<file path="src/rtl/axi_rd_arbiter.sv">
// Two-master AXI4 read-channel arbiter: instruction cache (s0) and data cache (s1)
// share one external read port. Whole bursts are granted, AR handshake through the
// rlast beat, with round-robin on contention.
//
// Ports:
//   clk, rst_n                      clock, async active-low reset
//   sX_araddr/arlen/arvalid         requester read address channel (in)
//   sX_arready                      requester address accepted (out)
//   sX_rdata/rresp/rlast            read data, broadcast to both requesters (out)
//   sX_rvalid                       beat valid, granted requester only (out)
//   sX_rready                       requester beat accept (in)
//   m_ar*, m_r*                     single AXI4 read master port to memory
//   grant                           one-hot owner, 2'b00 when idle
//   busy                            a burst is in its address or data phase
module axi_rd_arbiter #(
    parameter int unsigned ADDR_WIDTH = 32,
    parameter int unsigned DATA_WIDTH = 32
) (
    input  logic                  clk,
    input  logic                  rst_n,
    input  logic [ADDR_WIDTH-1:0] s0_araddr,
    input  logic [7:0]            s0_arlen,
    input  logic                  s0_arvalid,
    output logic                  s0_arready,
    output logic [DATA_WIDTH-1:0] s0_rdata,
    output logic [1:0]            s0_rresp,
    output logic                  s0_rlast,
    output logic                  s0_rvalid,
    input  logic                  s0_rready,
    input  logic [ADDR_WIDTH-1:0] s1_araddr,
    input  logic [7:0]            s1_arlen,
    input  logic                  s1_arvalid,
    output logic                  s1_arready,
    output logic [DATA_WIDTH-1:0] s1_rdata,
    output logic [1:0]            s1_rresp,
    output logic                  s1_rlast,
    output logic                  s1_rvalid,
    input  logic                  s1_rready,
    output logic [ADDR_WIDTH-1:0] m_araddr,
    output logic [7:0]            m_arlen,
    output logic                  m_arvalid,
    input  logic                  m_arready,
    input  logic [DATA_WIDTH-1:0] m_rdata,
    input  logic [1:0]            m_rresp,
    input  logic                  m_rlast,
    input  logic                  m_rvalid,
    output logic                  m_rready,
    output logic [1:0]            grant,
    output logic                  busy
);

    typedef enum logic [1:0] {
        ARB_IDLE = 2'd0,
        ARB_ADDR = 2'd1,
        ARB_DATA = 2'd2
    } arb_state_e;

    arb_state_e state_q, state_d;
    logic       grant_id_q, grant_id_d;
    logic       last_id_q, last_id_d;

    // rready of whichever requester currently owns the bus
    logic       sel_rready;
    assign sel_rready = grant_id_q ? s1_rready : s0_rready;

    // State register; last_id resets to 1 so requester 0 wins the first tie
    always_ff @(posedge clk or negedge rst_n) begin
        if (!rst_n) begin
            state_q    <= ARB_IDLE;
            grant_id_q <= 1'b0;
            last_id_q  <= 1'b1;
        end else begin
            state_q    <= state_d;
            grant_id_q <= grant_id_d;
            last_id_q  <= last_id_d;
        end
    end

    // Next-state: arbitrate in idle, hold the grant until the rlast handshake
    always_comb begin
        state_d    = state_q;
        grant_id_d = grant_id_q;
        last_id_d  = last_id_q;
        case (state_q)
            ARB_IDLE: begin
                if (s0_arvalid && s1_arvalid) begin
                    grant_id_d = ~last_id_q;
                    state_d    = ARB_ADDR;
                end else if (s0_arvalid) begin
                    grant_id_d = 1'b0;
                    state_d    = ARB_ADDR;
                end else if (s1_arvalid) begin
                    grant_id_d = 1'b1;
                    state_d    = ARB_ADDR;
                end
            end
            ARB_ADDR: begin
                // m_arvalid is unconditionally high in this state
                if (m_arready) begin
                    state_d = ARB_DATA;
                end
            end
            ARB_DATA: begin
                // Burst length is not counted; only rlast releases the bus
                if (m_rvalid && sel_rready && m_rlast) begin
                    state_d   = ARB_IDLE;
                    last_id_d = grant_id_q;
                end
            end
            default: begin
                state_d = ARB_IDLE;
            end
        endcase
    end

    // Output steering: muxes on registered state and grant_id only
    always_comb begin
        m_arvalid  = 1'b0;
        m_araddr   = '0;
        m_arlen    = '0;
        m_rready   = 1'b0;
        s0_arready = 1'b0;
        s1_arready = 1'b0;
        s0_rvalid  = 1'b0;
        s1_rvalid  = 1'b0;
        grant      = 2'b00;
        busy       = 1'b0;
        case (state_q)
            ARB_ADDR: begin
                m_arvalid  = 1'b1;
                m_araddr   = grant_id_q ? s1_araddr : s0_araddr;
                m_arlen    = grant_id_q ? s1_arlen : s0_arlen;
                s0_arready = !grant_id_q && m_arready;
                s1_arready = grant_id_q && m_arready;
            end
            ARB_DATA: begin
                m_rready  = sel_rready;
                s0_rvalid = !grant_id_q && m_rvalid;
                s1_rvalid = grant_id_q && m_rvalid;
            end
            default: begin
            end
        endcase
        if (state_q != ARB_IDLE) begin
            busy  = 1'b1;
            grant = grant_id_q ? 2'b10 : 2'b01;
        end
    end

    // Data, response and last are broadcast; rvalid alone qualifies them
    assign s0_rdata = m_rdata;
    assign s1_rdata = m_rdata;
    assign s0_rresp = m_rresp;
    assign s1_rresp = m_rresp;
    assign s0_rlast = m_rlast;
    assign s1_rlast = m_rlast;

endmodule
</file>
<file path="config.mk">
export PLATFORM = sky130hd
export DESIGN_NAME = axi_rd_arbiter
export DESIGN_NICKNAME = d
export VERILOG_FILES = /design/src/rtl/axi_rd_arbiter.sv
export SDC_FILE = /design/constraint.sdc
export NUM_CORES = 1
export LEC_CHECK = 0
export ABC_AREA = 1
export CORE_AREA = 2 2 94 96
export CTS_BUF_LIST = sky130_fd_sc_hd__clkbuf_4 sky130_fd_sc_hd__clkbuf_8
export DETAILED_ROUTE_END_ITERATION = 7
export DIE_AREA = 0 0 96 98
export PLACE_DENSITY = 0.71
export SLEW_MARGIN = 40
export SYNTH_ARGS = -nofsm -noshare
export SYNTH_HDL_FRONTEND = slang
export SYNTH_SLANG_ARGS = --single-unit
</file>
<file path="constraint.sdc">
create_clock -name clk -period 1.3 [get_ports clk]
set_input_delay 0.13 -clock clk [delete_from_list [all_inputs] [get_ports clk]]
set_output_delay 0.13 -clock clk [all_outputs]
set_load 0.02 [all_outputs]
</file>
==> results_dict.tcl, run 1 <==
set metrics [dict create \
    drt_iter0_markers 28 \
    hold_viol 0 \
    timing.final.ws_setup_ns -0.149 \
    grt_pass1_wl_um 7980 \
    drtPass1Iterations 4 \
    cp_max_fo 8 \
    postPlaceCellArea_mm2 0.00239 \
    p_leak_nw 1.17 \
    final_cell_area_mm2 0.00264 \
    synth-seq-cells 4 \
    vias 1741 \
    status "complete, but fails checks" \
    io_pins 242 \
    first_global_vias 1710 \
    drv_cap 0 \
    synth_area_mm2 0.00137 \
    htreeDepth 1 \
    viasPerCell 4.09 \
    initial_core_util_pct 16.2 \
    end_kind "output pin" \
    numCtsBuffers 3 \
    drc 0 \
    synth.distinct_cells 15 \
    powerDensity_mw_per_mm2 1940 \
    pre_cts_ws_ns -0.410 \
    reg2regPathDepth 8 \
    top_layer_used "met4" \
    fin_skew_ns 0.00216 \
    max_freq_ghz 0.690 \
    yosysWarnings 0 \
    hp-class "in -> async" \
    tightest_slew_ns 0.253 \
    critPathLaunchType "register" \
    r2r_end "state_q[1]" \
    min_period_ns 1.45 \
    grt-ovfl-total 0 \
    synth_seq_area_share_pct 7.40 \
    fillers 929 \
    synth.avg_cell_area_um2 5.66 \
    core_mm2 0.00847 \
    rsz0062_at_grt "true" \
    path_clk_slew_ns 0.04 \
    final_cells 426 \
    final_util_pct 31.2 \
    ant_nets 0 \
    critical_path_class "reg -> out" \
    grt_max_degree 27 \
    grt.total_usage_pct 10.5 \
    failed_checks "negative setup slack" \
    regToRegSetupSlack_ns 0.09 \
    totalWireLength_um 5680 \
    die_w_um 96 \
    fin_nets 442 \
    arrival_ns 1.32 \
    cp_data_required_time_ns 1.17 \
    r2r-start "grant_id_q" \
    wl_met2_um 2800 \
    wire_per_inst_um 13.3 \
    drive_above_1_share_pct 38.4 \
    area_growth_pct 93.1 \
    dp.cells 418 \
    dpl.hpwl_um 4120 \
    antenna-diode-count 0 \
    cts_num_sinks 4 \
    setup_violations 45 \
    slew_violations 0 \
    clock_path_buffers 2 \
    synth_cells 242 \
    cts-root-buf "clkbuf_8" \
    dieHeight_um 98 \
    peakVddDrop_v 0.000960 \
    slew_headroom_pct 83.0 \
    synthesis.nets 365 \
    fp-row-count 34 \
    cts_tree "built" \
    die_area_mm2 0.00941 \
    dr_wl_met3_um 498 \
    holdWs_ns 0.109 \
    io_buffers 139 \
    insertion_delay_ns 0.22 \
    gp_congestion 0.791 \
    finalCritPeriodShare_pct 111 \
    antenna_found_initial 0 \
    wl_met1_um 2220 \
]
[cell type report]
class	count	area [um^2]	share of cell area, %
clock buffer	4	48.8	1.85
inverter	7	33.8	1.28
multi-input combinational	148	817	30.9
sequential	4	104	3.93
tap	108	135	5.11
timing repair buffer	155	1510	56.9
[worst max-delay path: stages, from the launching register on]
cell	delay, ns
dfrtp_2	0.44
clkinv_4	0.12
buf_12	0.15
nand2_2	0.07
a21oi_2	0.16
buf_4	0.16
[how the worst max path moves through the flow]
stage / from / slack (ns) / depth (start not counted) / endpoint
2_1_floorplan: grant_id_q / 0.01 / 3 / s0_rvalid
3_3_place_gp: grant_id_q / -0.37 / 5 / m_arlen[5]
3_5_place_dp: grant_id_q / -0.41 / 4 / m_araddr[18]
4_1_cts: grant_id_q / -0.16 / 5 / m_arlen[5]
5_1_grt: grant_id_q / -0.21 / 5 / m_arlen[6]
6_report: grant_id_q / -0.15 / 5 / m_rready
[cells by family after synthesis]
kind of cell	count (synthesis)	synth area share (%)
and+or+nand+nor	105	29.5
buffers and inverters	90	47.3
AOI/OAI and AO/OA	43	15.7
DFF	4	7.40
[where the power goes]
| part | internal [mW] | switching, mW |
|---|---|---|
| registers | 0.201 | 0.0724 |
| logic | 1.98 | 2.57 |
| clock network | 0.231 | 0.0785 |
| total | 2.41 | 2.72 |
[timing repair]
| item | 4_1_cts | 5_1_grt |
|---|---|---|
| endpoints found under the setup margin | 51 | 50 |
| pin swaps | 3 | 9 |
| cloned | 1 | 1 |
| buffers inserted | 1 | 1 |
| resized for setup | 283 | 45 |
| hold buffers | 0 | 0 |
[routing by layer]
layer	up-vias	track usage, %
li1	839	-
met1	789	11.9
met2	86	18.2
met3	27	2.85
met4	0	4.62
met5	-	0
[synthesized netlist by cell type]
cell type	number	area (um^2)
nor2_1	6	22.5
o21ai_0	2	10.0
nor3_1	2	10.0
nand2_2	1	6.26
nand4_1	1	6.26
a21oi_1	41	205
buf_2	8	40.0
nand3_1	2	10.0
inv_1	6	22.5
dfstp_2	1	26.3
buf_4	70	526
inv_2	1	3.75
dfrtp_1	3	75.1
nand2_1	93	349
buf_6	5	56.3
[cell usage in the layout (no fill, tap or decap), drive strengths merged]
| master | count |
|---|---|
| dfstp | 1 |
| dlygate4sd2 | 2 |
| nor3 | 2 |
| o21ai | 2 |
| nand4 | 1 |
| nor2 | 6 |
| dfrtp | 3 |
| a21oi | 41 |
| clkdlybuf4s50 | 88 |
| nand2 | 94 |
| inv | 6 |
| clkinv | 1 |
| nand3 | 2 |
| buf | 64 |
| clkbuf | 5 |
[state kept, by name, indices dropped and copies added, names as in the netlist]
name and cells:
state_q 2, grant_id_q 1, last_id_q 1
[through the flow]
step,TNS (ns),power [mW]
after floorplan,0,2.64
after global placement,-15.23,4.09
after detailed placement,-16.36,4.14
after CTS,-5.04,4.71
after global routing,-7.32,5.50
final,-4.11,5.13
(Power assumes the default switching activity.)
==> run 2: changes to the inputs <==
CORE_AREA = 4 4 91 93   (was 2 2 94 96)
CTS_CLUSTER_SIZE = 24   (was not set)
DIE_AREA = 0 0 95 97   (was 0 0 96 98)
PLACE_DENSITY = 0.78   (was 0.71)
==> run 2 against run 1 <==
  * The run still ends with negative setup slack left
  * Via count increased by 2.5%
  * Largest power group unchanged
  * Sequential power increased by 4%
  * Worst hold slack improved by 0.0089 ns
  * Non-clock buffer count increased by 8
  * Largest cell class unchanged
  * Clock skew increased by 0.0050 ns
  * Critical path depth unchanged
  * Cell count increased by 0.47%
  * Utilization increased by 6.6 points
  * Critical path type unchanged
==> results_dict.tcl, run 2 (synthesis results as in run 1) <==
set metrics [dict create \
    status "complete, but fails checks" \
    failed_checks "negative setup slack" \
    pre_cts_ws_ns -0.433 \
    die_area_mm2 0.00922 \
    grt_pass1_wl_um 9160 \
    end_kind "output pin" \
    seqCellArea_um2 104 \
    holdBufCountCts 0 \
    seqPwrFrac_pct 4.8 \
    slew_violations 0 \
    final_common_cell "clkdlybuf4s50_1" \
    drtPass1Iterations 4 \
    viasPerCell 4.17 \
    slowest_delay_ns 0.40 \
    cts-root-buf "clkbuf_8" \
    fin_nets 450 \
    dieHeight_um 97 \
    path_clk_slew_ns 0.04 \
    first_global_vias 1836 \
    wire_per_inst_um 15.9 \
    multi_input_area_um2 825 \
    swShare_pct 50.5 \
    critical_path_class "reg -> out" \
    vias 1785 \
    rsz0062_at_grt "true" \
    drc 0 \
    io_pins 242 \
    initial_core_util_pct 18.2 \
    fp-row-count 32 \
    arrival_ns 1.29 \
    gp_congestion 0.785 \
    final_util_pct 37.8 \
    largest_registers "state_q x2, grant_id_q x1, last_id_q x1" \
    tightest_slew_ns 0.230 \
    htreeDepth 1 \
    p_switching_mw 3.03 \
    final_cell_area_mm2 0.00285 \
    cts_num_sinks 4 \
    largest_reg_flops 2 \
    ant_nets 0 \
    peakVddDrop_v 0.00117 \
    drv_cap 0 \
    hp-class "in -> async" \
    antenna-diode-count 0 \
    r2r-start "grant_id_q" \
    cp_max_fo 12 \
    finalCritPeriodShare_pct 109 \
    regToRegSetupSlack_ns 0.08 \
    fin_skew_ns 0.00717 \
    grt.total_usage_pct 12.5 \
    holdWs_ns 0.118 \
    reg2regPathDepth 8 \
    comb_power_share_pct 90.3 \
    grt_max_degree 24 \
    tns_ns -4.61 \
    timing.final.ws_setup_ns -0.121 \
    cp_data_required_time_ns 1.17 \
    slowest_stage "dfrtp_2" \
    p_leak_nw 1.22 \
    final_cells 428 \
    insertion_delay_ns 0.22 \
    io_buffers 139 \
    hold_viol 0 \
    totalWireLength_um 6820 \
    postPlaceCellArea_mm2 0.00242 \
    area_growth_pct 108 \
    fillers 819 \
    final_cell_mix "clkdlybuf4s50_1 (88), nand2_1 (85), buf_4 (38)" \
    largest_register "state_q" \
    critPathLaunchType "register" \
    die_w_um 95 \
    max_freq_ghz 0.704 \
    critical_path.cell_chain "buf_6 > buf_12 > nand2_1 > a21oi_1 > buf_4" \
    dpl.hpwl_um 4390 \
    drive_above_1_share_pct 39.6 \
    core_mm2 0.00753 \
    p_clk_share_pct 5.0 \
    slew_headroom_pct 84.6 \
    powerDensity_mw_per_mm2 2100 \
    r2r_end "last_id_q" \
    min_period_ns 1.42 \
    clock_path_buffers 2 \
    grt-ovfl-total 0 \
    drt_iter0_markers 54 \
    power_mw 5.99 \
    setup_violations 46 \
    p_int_mw 2.96 \
    antenna_found_initial 0 \
    cts_tree "built" \
    dp.cells 415 \
    numCtsBuffers 3 \
]
## run 2: changes by cell type in the layout (fill, tap and decap cells not counted), moves of 3 or more
| cell | delta |
|---|---|
| nor2_4 | +3 |
| buf_4 | -6 |
| nand2_1 | +5 |
| buf_16 | +3 |
| nand2_4 | -8 |
| buf_6 | +12 |
## run 2: power groups by stage
stage,sequential [mW],clock [mW],combinational [mW]
6_report,0.285,0.298,5.40
5_1_grt,0.295,0.314,5.73
4_1_cts,0.263,0.304,4.69
3_5_place_dp,0.240,0,4.01
3_3_place_gp,0.239,0,3.94
2_1_floorplan,0.226,0,2.41
## run 2: worst max-delay path by stage
stage	cells past startpoint	slack, ns	from	endpoint
finish	5	-0.12	grant_id_q	m_arlen[2]
detailed placement	7	-0.43	state_q[1]	s0_arready
global placement	7	-0.38	state_q[1]	s0_arready
global route	5	-0.19	grant_id_q	m_araddr[25]
CTS	7	-0.12	state_q[1]	s0_arready
floorplan	3	0.01	grant_id_q	s0_rvalid
## run 2: critical path: cells and delay by family, from the launching register on
family                 cells  cell delay, ns
AND/OR/NAND/NOR            1            0.06
buffers and inverters      3            0.44
flip-flops                 1            0.40
AO/OA/AOI/OAI              1            0.15
## run 2: cell type report
type                    count  share of cell area, %
well taps                 102                   4.48
multi-input cells         148                   29.0
repair buffers            163                   59.8
clock buffers               4                   1.71
flip-flops and latches      4                   3.65
inverters                   7                   1.36
## run 2: what timing repair did
action / CTS / global route
buffers inserted: 2 / 0
gates cloned: 4 / 3
gates resized for setup: 286 / 57
pin swaps: 1 / 4
setup endpoints to repair: 51 / 51
## run 2: routing by layer
metal | track usage [%] | vias up | share of wire, %
li1 | - | 859 | -
met1 | 13.4 | 813 | 37
met2 | 22.2 | 84 | 52
met3 | 3.34 | 29 | 8.1
met4 | 5.88 | 0 | 3.0
met5 | 0 | - | 0
